### config.mk
export PLATFORM = sky130hd
export DESIGN_NAME = div_sequencer
export DESIGN_NICKNAME = d
export VERILOG_FILES = /design/src/rtl/div_pkg.sv /design/src/rtl/div_step.sv /design/src/rtl/div_sequencer.sv
export SDC_FILE = /design/constraint.sdc
export NUM_CORES = 1
export LEC_CHECK = 0
export BUFFER_PORTS_ARGS = -buffer_cell sky130_fd_sc_hd__buf_2
export CAP_MARGIN = 20
export CELL_PAD_IN_SITES_DETAIL_PLACEMENT = 0
export CELL_PAD_IN_SITES_GLOBAL_PLACEMENT = 2
export CORE_UTILIZATION = 41
export DETAILED_ROUTE_END_ITERATION = 16
export GPL_ROUTABILITY_DRIVEN = 0
export GPL_TIMING_DRIVEN = 0
export HOLD_SLACK_MARGIN = 0.08
export PLACE_DENSITY = 0.86
export REMOVE_ABC_BUFFERS = 1
export SETUP_SLACK_MARGIN = 0.15
export SYNTH_ARGS = -nofsm -noshare
export SYNTH_HDL_FRONTEND = slang
export SYNTH_SLANG_ARGS = --single-unit
### constraint.sdc
create_clock -name clock -period 13.8 [get_ports clock]
set_clock_uncertainty 0.2 [all_clocks]
set_input_delay 2.07 -clock clock [delete_from_list [all_inputs] [get_ports clock]]
set_output_delay 2.07 -clock clock [all_outputs]
set_load 0.05 [all_outputs]
### src/rtl/div_pkg.sv
// Shared types and helpers for the signed multi-cycle divider (div_sequencer).
package div_pkg;

  localparam int DIV_WIDTH = 32;

  typedef enum logic [2:0] {
    ST_IDLE = 3'd0,
    ST_PREP = 3'd1,
    ST_ITER = 3'd2,
    ST_CORR = 3'd3,
    ST_SIGN = 3'd4,
    ST_DONE = 3'd5
  } state_e;

  function automatic int cnt_width(input int w);
    return (w > 1) ? $clog2(w) : 1;
  endfunction

endpackage

### src/rtl/div_step.sv
// One combinational non-restoring division step on the packed {acc, quotient} register.
module div_step #(
  parameter int WIDTH = 32
) (
  input  logic [2*WIDTH:0] aq_i,
  input  logic [WIDTH-1:0] mp_i,
  output logic [2*WIDTH:0] aq_o
);

  logic [2*WIDTH:0] shifted;
  logic [WIDTH:0]   acc;

  // The accumulator sign is unchanged by the shift because |acc| < Mp <= 2^(WIDTH-1).
  always_comb begin
    shifted = {aq_i[2*WIDTH-1:0], 1'b0};
    if (!aq_i[2*WIDTH]) begin
      acc = shifted[2*WIDTH:WIDTH] - {1'b0, mp_i};
    end else begin
      acc = shifted[2*WIDTH:WIDTH] + {1'b0, mp_i};
    end
    aq_o = {acc, shifted[WIDTH-1:1], ~acc[WIDTH]};
  end

endmodule

### src/rtl/div_sequencer.sv
// Signed WIDTH/WIDTH non-restoring divider, one quotient bit per clock, C = {rem, quot}.
// Optional build macro DIV_ZERO_TRAP_EN adds the div_zero output and a short B==0 path.
module div_sequencer
  import div_pkg::*;
#(
  parameter int WIDTH = DIV_WIDTH
) (
  input  logic               clock,
  input  logic               clear,
  input  logic               start,
  input  logic [WIDTH-1:0]   A,
  input  logic [WIDTH-1:0]   B,
  output logic               busy,
  output logic               done,
  output logic [2*WIDTH-1:0] C
`ifdef DIV_ZERO_TRAP_EN
  ,
  output logic               div_zero
`endif
);

  localparam int CNT_W = cnt_width(WIDTH);

  state_e             state_q, state_d;
  logic [WIDTH-1:0]   a_q, a_d;
  logic [WIDTH-1:0]   b_q, b_d;
  logic [2*WIDTH:0]   aq_q, aq_d;
  logic [WIDTH-1:0]   mp_q, mp_d;
  logic [CNT_W-1:0]   cnt_q, cnt_d;
  logic [2*WIDTH-1:0] c_q, c_d;
`ifdef DIV_ZERO_TRAP_EN
  logic               dz_q, dz_d;
`endif

  logic [2*WIDTH:0]   aq_step;
  logic [WIDTH-1:0]   abs_a, abs_b;
  logic [WIDTH-1:0]   quot_s, rem_s;
  logic               sign_a, sign_b;

  div_step #(.WIDTH(WIDTH)) u_step (
    .aq_i (aq_q),
    .mp_i (mp_q),
    .aq_o (aq_step)
  );

  // Magnitudes are unsigned, so the most negative operand maps to 2^(WIDTH-1).
  assign sign_a = a_q[WIDTH-1];
  assign sign_b = b_q[WIDTH-1];
  assign abs_a  = sign_a ? -a_q : a_q;
  assign abs_b  = sign_b ? -b_q : b_q;
  assign quot_s = (sign_a ^ sign_b) ? -aq_q[WIDTH-1:0] : aq_q[WIDTH-1:0];
  assign rem_s  = sign_a ? -aq_q[2*WIDTH-1:WIDTH] : aq_q[2*WIDTH-1:WIDTH];

  always_comb begin
    state_d = state_q;
    a_d     = a_q;
    b_d     = b_q;
    aq_d    = aq_q;
    mp_d    = mp_q;
    cnt_d   = cnt_q;
    c_d     = c_q;
`ifdef DIV_ZERO_TRAP_EN
    dz_d    = dz_q;
`endif
    case (state_q)
      ST_IDLE: begin
        if (start) begin
          a_d     = A;
          b_d     = B;
          state_d = ST_PREP;
        end
      end
      ST_PREP: begin
        aq_d  = {{(WIDTH+1){1'b0}}, abs_a};
        mp_d  = abs_b;
        cnt_d = '0;
`ifdef DIV_ZERO_TRAP_EN
        if (b_q == '0) begin
          c_d     = {a_q, {WIDTH{1'b1}}};
          dz_d    = 1'b1;
          state_d = ST_DONE;
        end else begin
          state_d = ST_ITER;
        end
`else
        state_d = ST_ITER;
`endif
      end
      ST_ITER: begin
        aq_d  = aq_step;
        cnt_d = cnt_q + 1'b1;
        if (cnt_q == CNT_W'(WIDTH - 1)) begin
          state_d = ST_CORR;
        end
      end
      ST_CORR: begin
        if (aq_q[2*WIDTH]) begin
          aq_d[2*WIDTH:WIDTH] = aq_q[2*WIDTH:WIDTH] + {1'b0, mp_q};
        end
        state_d = ST_SIGN;
      end
      ST_SIGN: begin
        // Truncating division: remainder follows the dividend's sign.
        c_d     = {rem_s, quot_s};
        state_d = ST_DONE;
      end
      ST_DONE: begin
`ifdef DIV_ZERO_TRAP_EN
        dz_d    = 1'b0;
`endif
        state_d = ST_IDLE;
      end
      default: state_d = ST_IDLE;
    endcase
  end

  always_ff @(posedge clock or posedge clear) begin
    if (clear) begin
      state_q <= ST_IDLE;
      a_q     <= '0;
      b_q     <= '0;
      aq_q    <= '0;
      mp_q    <= '0;
      cnt_q   <= '0;
      c_q     <= '0;
`ifdef DIV_ZERO_TRAP_EN
      dz_q    <= 1'b0;
`endif
    end else begin
      state_q <= state_d;
      a_q     <= a_d;
      b_q     <= b_d;
      aq_q    <= aq_d;
      mp_q    <= mp_d;
      cnt_q   <= cnt_d;
      c_q     <= c_d;
`ifdef DIV_ZERO_TRAP_EN
      dz_q    <= dz_d;
`endif
    end
  end

  assign busy = (state_q == ST_PREP) || (state_q == ST_ITER) ||
                (state_q == ST_CORR) || (state_q == ST_SIGN);
  assign done = (state_q == ST_DONE);
  assign C    = c_q;
`ifdef DIV_ZERO_TRAP_EN
  assign div_zero = dz_q;
`endif

endmodule

Word-level counts from Yosys, hierarchy flattened:

Cells that the tools add are included.

* ROM bits: 0
* latch bits: 0
* register bits after elaboration: 233
* memories: 0
* RAM bits: 0
* output and inout port bits: 66
* input port bits: 67

* equality and inequality tests: 9
* multipliers: 0
* div/mod/pow operators: 0
* shift operators: 0
* order comparisons: 0
* add/subtract/negate cells: 8
* mux-type cells: 12
* bitwise operators: 2
* reductions and logical operators: 9

Operator list (number)
* $mux W32: 4
* $neg A32 Y32: 4
* $pmux W33 S3: 1
* $add A33 B32 Y33: 2
* $mux W33: 2
* $pmux W32 S2: 1
* $sub A33 B32 Y33: 1
* $pmux W3 S5: 1
* $pmux W5 S2: 1
* $eq A3 B2 Y1 const B: 2
* $eq A3 B3 Y1 const B: 2
* $mux W3: 2
* $ne A2 B2 Y1 const B: 3
* $reduce_and A2 Y1: 3
* $add A5 B1 Y5 const B: 1
* $eq A5 B5 Y1 const B: 1
* $eq A3 B1 Y1 const B: 1
* $logic_not A3 Y1: 1
* $logic_or A1 B1 Y1: 3
* $reduce_bool A3 Y1: 1
* $reduce_bool A2 Y1: 1
* $not A1 Y1: 1
* $xor A1 B1 Y1: 1

Logic depth before layout (Yosys ltp):

Gate-level depths: netlist (run 1).

* depth after elaboration: 4
* gate-level depth with buffers: 18
* gate-level depth less buffers: 18

Hierarchy:

A second synthesis (run 1) with hierarchy kept.

* cells, all modules: 1731
* area, all modules: 15569.9 sq um

Modules (own cells, without submodules)
* div_sequencer: seq. area each 5830.6 sq um, cells an instance 1353, area each 12928.6 sq um, times used 1
* div_step: seq. area each 0.0 sq um, cells an instance 378, area each 2641.3 sq um, times used 1

Least setup slack after synthesis (run 1):

No wires, ideal clock.

* path kind: input to register
* start: in start
* end: reg a_q[27]
* arrival time: 3632 ps
* stages on the path: 4
* required time: 13475 ps
* slack: 9843 ps
* setup time: 125 ps
* cell sequence: nor4b_1 -> clkbuf_1 -> buf_1 -> mux2_2

* longest elaborated chain between the ends: 1

Ends and longest elaborated chain
* start: declaration: line div_sequencer.sv:10 `input logic start,`
* $reduce_and A2 Y1 (no source line)
* end signal: assignment: line div_sequencer.sv:120 `a_q <= '0;`
* end signal: assignment: line div_sequencer.sv:131 `a_q <= a_d;`
* end: declaration: line div_sequencer.sv:25 `logic [WIDTH-1:0] a_q, a_d;`

No other way between the ends.
A chain may end at the register's enable or synchronous reset.

Worst setup path in the final report (run 1):

* start: reg mp_q[2]
* end: reg aq_q[64]

* longest elaborated chain between the ends: 3
* elaborated cells on any way between the ends: 6

Ends and longest elaborated chain
* start: declaration: line div_sequencer.sv:28 `logic [WIDTH-1:0] mp_q, mp_d;`
* start signal: assignment: line div_sequencer.sv:134 `mp_q <= mp_d;`
* $add A33 B32 Y33 (tied with other cells): line div_sequencer.sv:98 `aq_d[2*WIDTH:WIDTH] = aq_q[2*WIDTH:WIDTH] + {1'b0, mp_q};`
* $mux W33, on equally long branches: line div_sequencer.sv:97, div_step.sv:16
* $pmux W33 S3 *: line div_sequencer.sv:65 `case (state_q)`
* end signal: assignment: line div_sequencer.sv:133 `aq_q <= aq_d;`
* end: declaration: line div_sequencer.sv:27 `logic [2*WIDTH:0] aq_q, aq_d;`

Every way passes the cells marked *; elsewhere a longest branch is shown, timed or not. The select of a mux whose other input is x is not followed.

==> results of run 1 <==
==> worst max-delay path, stage by stage (launching register included) <==
cell and delay, ns:
dfrtp_1 0.46, nor3_1 0.44, and4b_1 0.40, nand2_1 0.08, nor2_1 0.26, a21oi_1 0.13
xor2_1 0.17, ha_1 0.44, and3_1 0.26, and3_1 0.27, nand4_1 0.12, a21oi_1 0.34
o221ai_1 0.38, a41o_1 0.35, nor4_1 0.43, o221ai_1 0.20
==> how the worst max path moves through the flow <==
stage	from	to	slack (ns)	cells past startpoint
after floorplan	start	a_q[10]	4.00	2
after global placement	start	a_q[30]	0.52	3
after detailed placement	mp_q[2]	aq_q[64]	8.71	15
after CTS	mp_q[2]	aq_q[64]	8.70	15
after global routing	mp_q[2]	aq_q[64]	8.38	15
final	mp_q[2]	aq_q[64]	8.72	15
==> final cells by class <==
| type | instances | area [sq um] |
|---|---|---|
| fill | 3513 | 19000 |
| multi-input combinational | 1321 | 8900 |
| sequential | 233 | 5830 |
| timing repair buffer | 152 | 978 |
| clock buffer | 43 | 868 |
| tap | 468 | 586 |
| inverter | 38 | 150 |
| clock inverter | 11 | 123 |
| antenna | 5 | 12.5 |
==> cells by family (layout without fill, tap and decap cells) <==
group                      count (synthesis)  after routing
buffers and inverters                    118            244
and+or+nand+nor                          455            455
xor gates and xnor gates                 206            206
AOI/OAI and AO/OA                        522            522
muxes                                     65             65
other                                      0              5
adders and majority gates                 73             73
DFF                                      233            233
==> layer usage <==
layer / track usage / vias to the layer above
li1: - / 6273
met1: 0.272 / 5796
met2: 0.341 / 211
met3: 0.0386 / 68
met4: 0.0547 / 8
met5: 0 / -
==> Yosys cell counts (10+ instances only) <==
master,instances
nor2_1,76
nand2_1,202
nor2b_1,14
o221ai_1,11
dfrtp_1,233
xnor2_1,71
o31ai_1,29
a22oi_1,47
nor4_1,22
inv_1,38
o41ai_1,14
a31oi_1,17
o21bai_1,11
nand2b_1,10
nand4_1,10
nor3_1,33
ha_1,71
xor2_1,135
clkbuf_1,72
mux2_2,61
a21o_1,24
nand3_1,15
o21ai_0,212
a21oi_1,108
==> metrics by stage <==
step / setup WS (ns) / std cells / utilization
after floorplan: 4.00 / 1592 / -
after global placement: 0.516 / 2192 / 0.441
after detailed placement: 8.71 / 2211 / 0.451
after CTS: 8.70 / 2265 / 0.478
after global routing: 8.38 / 2267 / 0.479
final: 8.72 / 2271 / 0.479
==> sequential cells by signal (all words and copies together) (netlist names) <==
name / flops
C: 64
a_q: 32
aq_q: 65
b_q: 32
cnt_q: 5
mp_q: 32
state_q: 3
==> results.toml, run 1 <==
[outcome]
outcome = "finished, final reports clean"

[floorplan]
ios = 133
core_area_sq_um = 36400
die_w_microns = 194
fp.dieH_microns = 194
core.rowCount = 70
initial_core_util = 0.416
die_area_sq_um = 37700

[route]
vias = 12400
postRouteAntennaNets = 0
dr.pass1.iters = 7
post_drt_wl_per_cell_microns = 16.9
top_layer = "met5"
drt-total-wl_microns = 38400
route.detailed.drc = 0
drtIter0Drc = 750
wl_met1_microns = 17900
met2WireLength_microns = 17700
dr_wl_met3_microns = 1750
drt-vias-per-instance = 5.44

[final_layout]
final_nets = 1915
area_growth_pct = 15.2
layout_commonest_cell = "dfrtp_1"
final_cell_mix = "dfrtp_1, o21ai_0, nand2_1"
fin_area_sq_um = 17400
drive_gt1_frac = 0.162

[min_path]
holdPathEnd = "C[51]"
hp-class = "flop to flop"
min_from = "C[51]"
whs_path_depth = 2

[synth]
synth_compound_area_frac = 0.210
synth_enable_flop_cells = 0
syn_inst = 1672
yosysTopAreaCellShare = 0.385
synth.area.top_cells = "dfrtp_1, xor2_1, o21ai_0, ha_1, nand2_1"
syn_avg_cell_area_sq_um = 9.06
async_flop_share = 1.00
muxShareOfSynthArea = 0.0480
synth_fa_ha_area_frac = 0.0613
synth_xor_area_frac = 0.119
ys_ff_latch = 233
yosys.area.top_type = "dfrtp_1"
synth_top_family_by_area = "compound AO/OA/AOI/OAI gates"
yosys.area_share.simple = 0.145
yosys_warnings = 0
ys_dominant_reg_cell = "dfrtp_1"
ys_seq_area_frac = 0.385
synthDistinctLibCells = 72
netlist_area_sq_um = 15100

[timing]
final_hold_viol_count = 0
setup_viol = 0
finalCritPeriodShare = 0.368
fmax_mhz = 197
rsz0062_at_grt = "no"
slew_violations = 0
tns_ns = 0
slew_headroom = 0.306
worst_slew_pin_slew_ns = 1.04
period_needed_ns = 5.08
holdWs_ns = 0.269

[clock_tree]
htree_num_levels = 1
cts_tree = "done"
clockRootBuffer = "clkbuf_16"
clk_latency_ns = 0.58
cts.sinks = 233
postCtsResizedCells = 0
postCtsSetupBuffers = 0
numCtsBuffers = 29
clock_path_buffers = 3
worst_setup_hold_path_clk_slew_ns = 0.06
cts_hold_buf = 0

[placed_design]
dp_hpwl_microns = 28900
port_buffers = 132
dpl-instance-area_sq_um = 16400

[global_route]
grt_max_degree = 128
antenna_found_initial = 9
gr-total-overflow = 0
grt_use_total = 0.205
grt_pass1_vias = 11900
grt_pass1_wl_microns = 63000

[critical_path]
r2r-end = "aq_q[64]"
rrSetupSlack_ns = 8.72
worstPathMaxFanout = 9
endpoint_kind = "flop"
critPathLaunchType = "flop"
reg2reg_depth = 15
worstPathArrival_ns = 5.32
cp_data_required_time_ns = 14.04
setup.worst_path.class = "flop to flop"
r2r-start = "mp_q[2]"

[run]
maxCapViolCount = 0
Power of run 1 is not shown: default switching activity piles up to over one toggle a cycle in this logic, so the estimate is an artifact.
==> run 2, diff against run 1 <==
--- a/config.mk
+++ b/config.mk
@@ -9,12 +9,12 @@
 export CAP_MARGIN = 20
 export CELL_PAD_IN_SITES_DETAIL_PLACEMENT = 0
 export CELL_PAD_IN_SITES_GLOBAL_PLACEMENT = 2
-export CORE_UTILIZATION = 41
+export CORE_UTILIZATION = 38
 export DETAILED_ROUTE_END_ITERATION = 16
 export GPL_ROUTABILITY_DRIVEN = 0
 export GPL_TIMING_DRIVEN = 0
 export HOLD_SLACK_MARGIN = 0.08
-export PLACE_DENSITY = 0.86
+export PLACE_DENSITY = 0.81
 export REMOVE_ABC_BUFFERS = 1
 export SETUP_SLACK_MARGIN = 0.15
 export SYNTH_ARGS = -nofsm -noshare
==> constraint.sdc (replaced) <==
create_clock -name clock -period 5.1 [get_ports clock]
set_clock_uncertainty 0.2 [all_clocks]
set_input_delay 0.765 -clock clock [delete_from_list [all_inputs] [get_ports clock]]
set_output_delay 0.765 -clock clock [all_outputs]
set_load 0.05 [all_outputs]
==> run 2 against run 1 <==
Net effect:
- worst setup slack got worse by 8.2 ns
- cell area increased by 0.26%
- die area increased by 7.8%
- maximum frequency increased by 11%
- core utilization decreased by 3.0 points
- critical path type unchanged
- highest routed layer unchanged
==> results.toml, run 2 (synthesis results as in run 1) <==
[run]
maxCapViolCount = 0

[final_layout]
drive_gt1_frac = 0.165
final_nets = 1916
fill_cells = 3840
area_growth_pct = 15.5
regArea_sq_um = 5830
multi_input_area_sq_um = 8930
final_cell_mix = "dfrtp_1, o21ai_0, nand2_1"
layout_commonest_cell = "dfrtp_1"
largest_reg_flops = 65
top_register = "aq_q"
fin_area_sq_um = 17500

[global_route]
gr-total-overflow = 0
grt_max_degree = 124
antenna_found_initial = 11
grt_pass1_wl_microns = 63900
grt_pass1_vias = 11900
grt_use_total = 0.193

[floorplan]
initial_core_util = 0.388
fp.dieH_microns = 202
die_area_sq_um = 40700
core_area_sq_um = 39000
ios = 133
die_w_microns = 202
core.rowCount = 72

[critical_path]
worstPathMaxFanout = 9
critPathLaunchType = "flop"
endpoint_kind = "flop"
cp_data_required_time_ns = 5.34
setup.worst_path.class = "flop to flop"
worstPathArrival_ns = 4.82

[outcome]
outcome = "finished, final reports clean"

[timing]
worst_slew_pin_slew_ns = 0.914
final_hold_viol_count = 0
finalCritPeriodShare = 0.898
setup_viol = 0
period_needed_ns = 4.58
tns_ns = 0
holdWs_ns = 0.116
slew_headroom = 0.385
fmax_mhz = 218
rsz0062_at_grt = "no"
slew_violations = 0
fin_ws_ns = 0.522

[route]
drt-vias-per-instance = 5.28
route.detailed.drc = 0
post_drt_wl_per_cell_microns = 16.7
vias = 12300
postRouteAntennaNets = 0
drtIter0Drc = 712
drt-total-wl_microns = 38800
dr.pass1.iters = 5

[clock_tree]
htree_num_levels = 1
cts.sinks = 233
worst_setup_hold_path_clk_slew_ns = 0.06
clk_latency_ns = 0.59
clock_path_buffers = 3
numCtsBuffers = 29
cts_tree = "done"
clockRootBuffer = "clkbuf_16"
cts_hold_buf = 0

[placed_design]
dpl-instance-area_sq_um = 16400
pre_cts_slack_ns = -0.0716
port_buffers = 132
dp_hpwl_microns = 29300

[min_path]
hp-class = "primary input to asynchronous set/reset pin"
==> run 2: per-stage QoR <==
stage,cells,utilization
4_1_cts,2314,0.446
5_1_grt,2316,0.448
2_1_floorplan,1592,-
3_5_place_dp,2261,0.421
6_report,2320,0.448
3_3_place_gp,2242,0.413
==> run 2: routing by layer <==
layer  vias up  share of wire  routed length [microns]  GRT usage
met1      5697           0.47                    18200      0.259
met4        14          0.019                      757     0.0406
met5         -         0.0023                       90          0
met3        62          0.049                     1900     0.0384
met2       194           0.46                    17900      0.319
li1       6293              -                        -          -
==> run 2: what timing repair did <==
item,4_1_cts,5_1_grt
setup buffers,0,0
endpoints found under the setup margin,3,5
resized for setup,2,6
==> run 2: final cells by class <==
cell class | instances | area share
antenna | 4 | 0.000572
clock buffer | 44 | 0.0493
clock inverter | 9 | 0.00522
inverter | 38 | 0.00858
multi-input combinational | 1321 | 0.511
sequential | 233 | 0.333
tap | 518 | 0.0371
timing repair buffer | 153 | 0.0554
==> run 2: path summary, 6_finish.rpt <==
kind | from | endpoint | slack (ns) | cells after the start
max | mp_q[2] | aq_q[64] | 0.52 | 15
min | clear | a_q[30] | 0.12 | 2
max reg2reg | mp_q[2] | aq_q[64] | 0.52 | 15
min reg2reg | C[44] | C[44] | 0.27 | 2
max in group asynchronous | clear | C[48] | 3.52 | 3
min in group clock | B[0] | b_q[0] | 0.19 | 3
==> run 2: worst max-delay path: stages (launching register included) <==
cell and delay, ns:
dfrtp_1 0.47, nor3_2 0.34, and4b_1 0.37, nand2_1 0.08
nor2_1 0.26, a21oi_1 0.13, xor2_1 0.18, ha_1 0.43
and3_1 0.24, and3_1 0.25, nand4_1 0.15, a21oi_2 0.28
o221ai_2 0.25, a41o_1 0.30, nor4_2 0.30, o221ai_1 0.19
Power of run 2 is left out for the same reason.
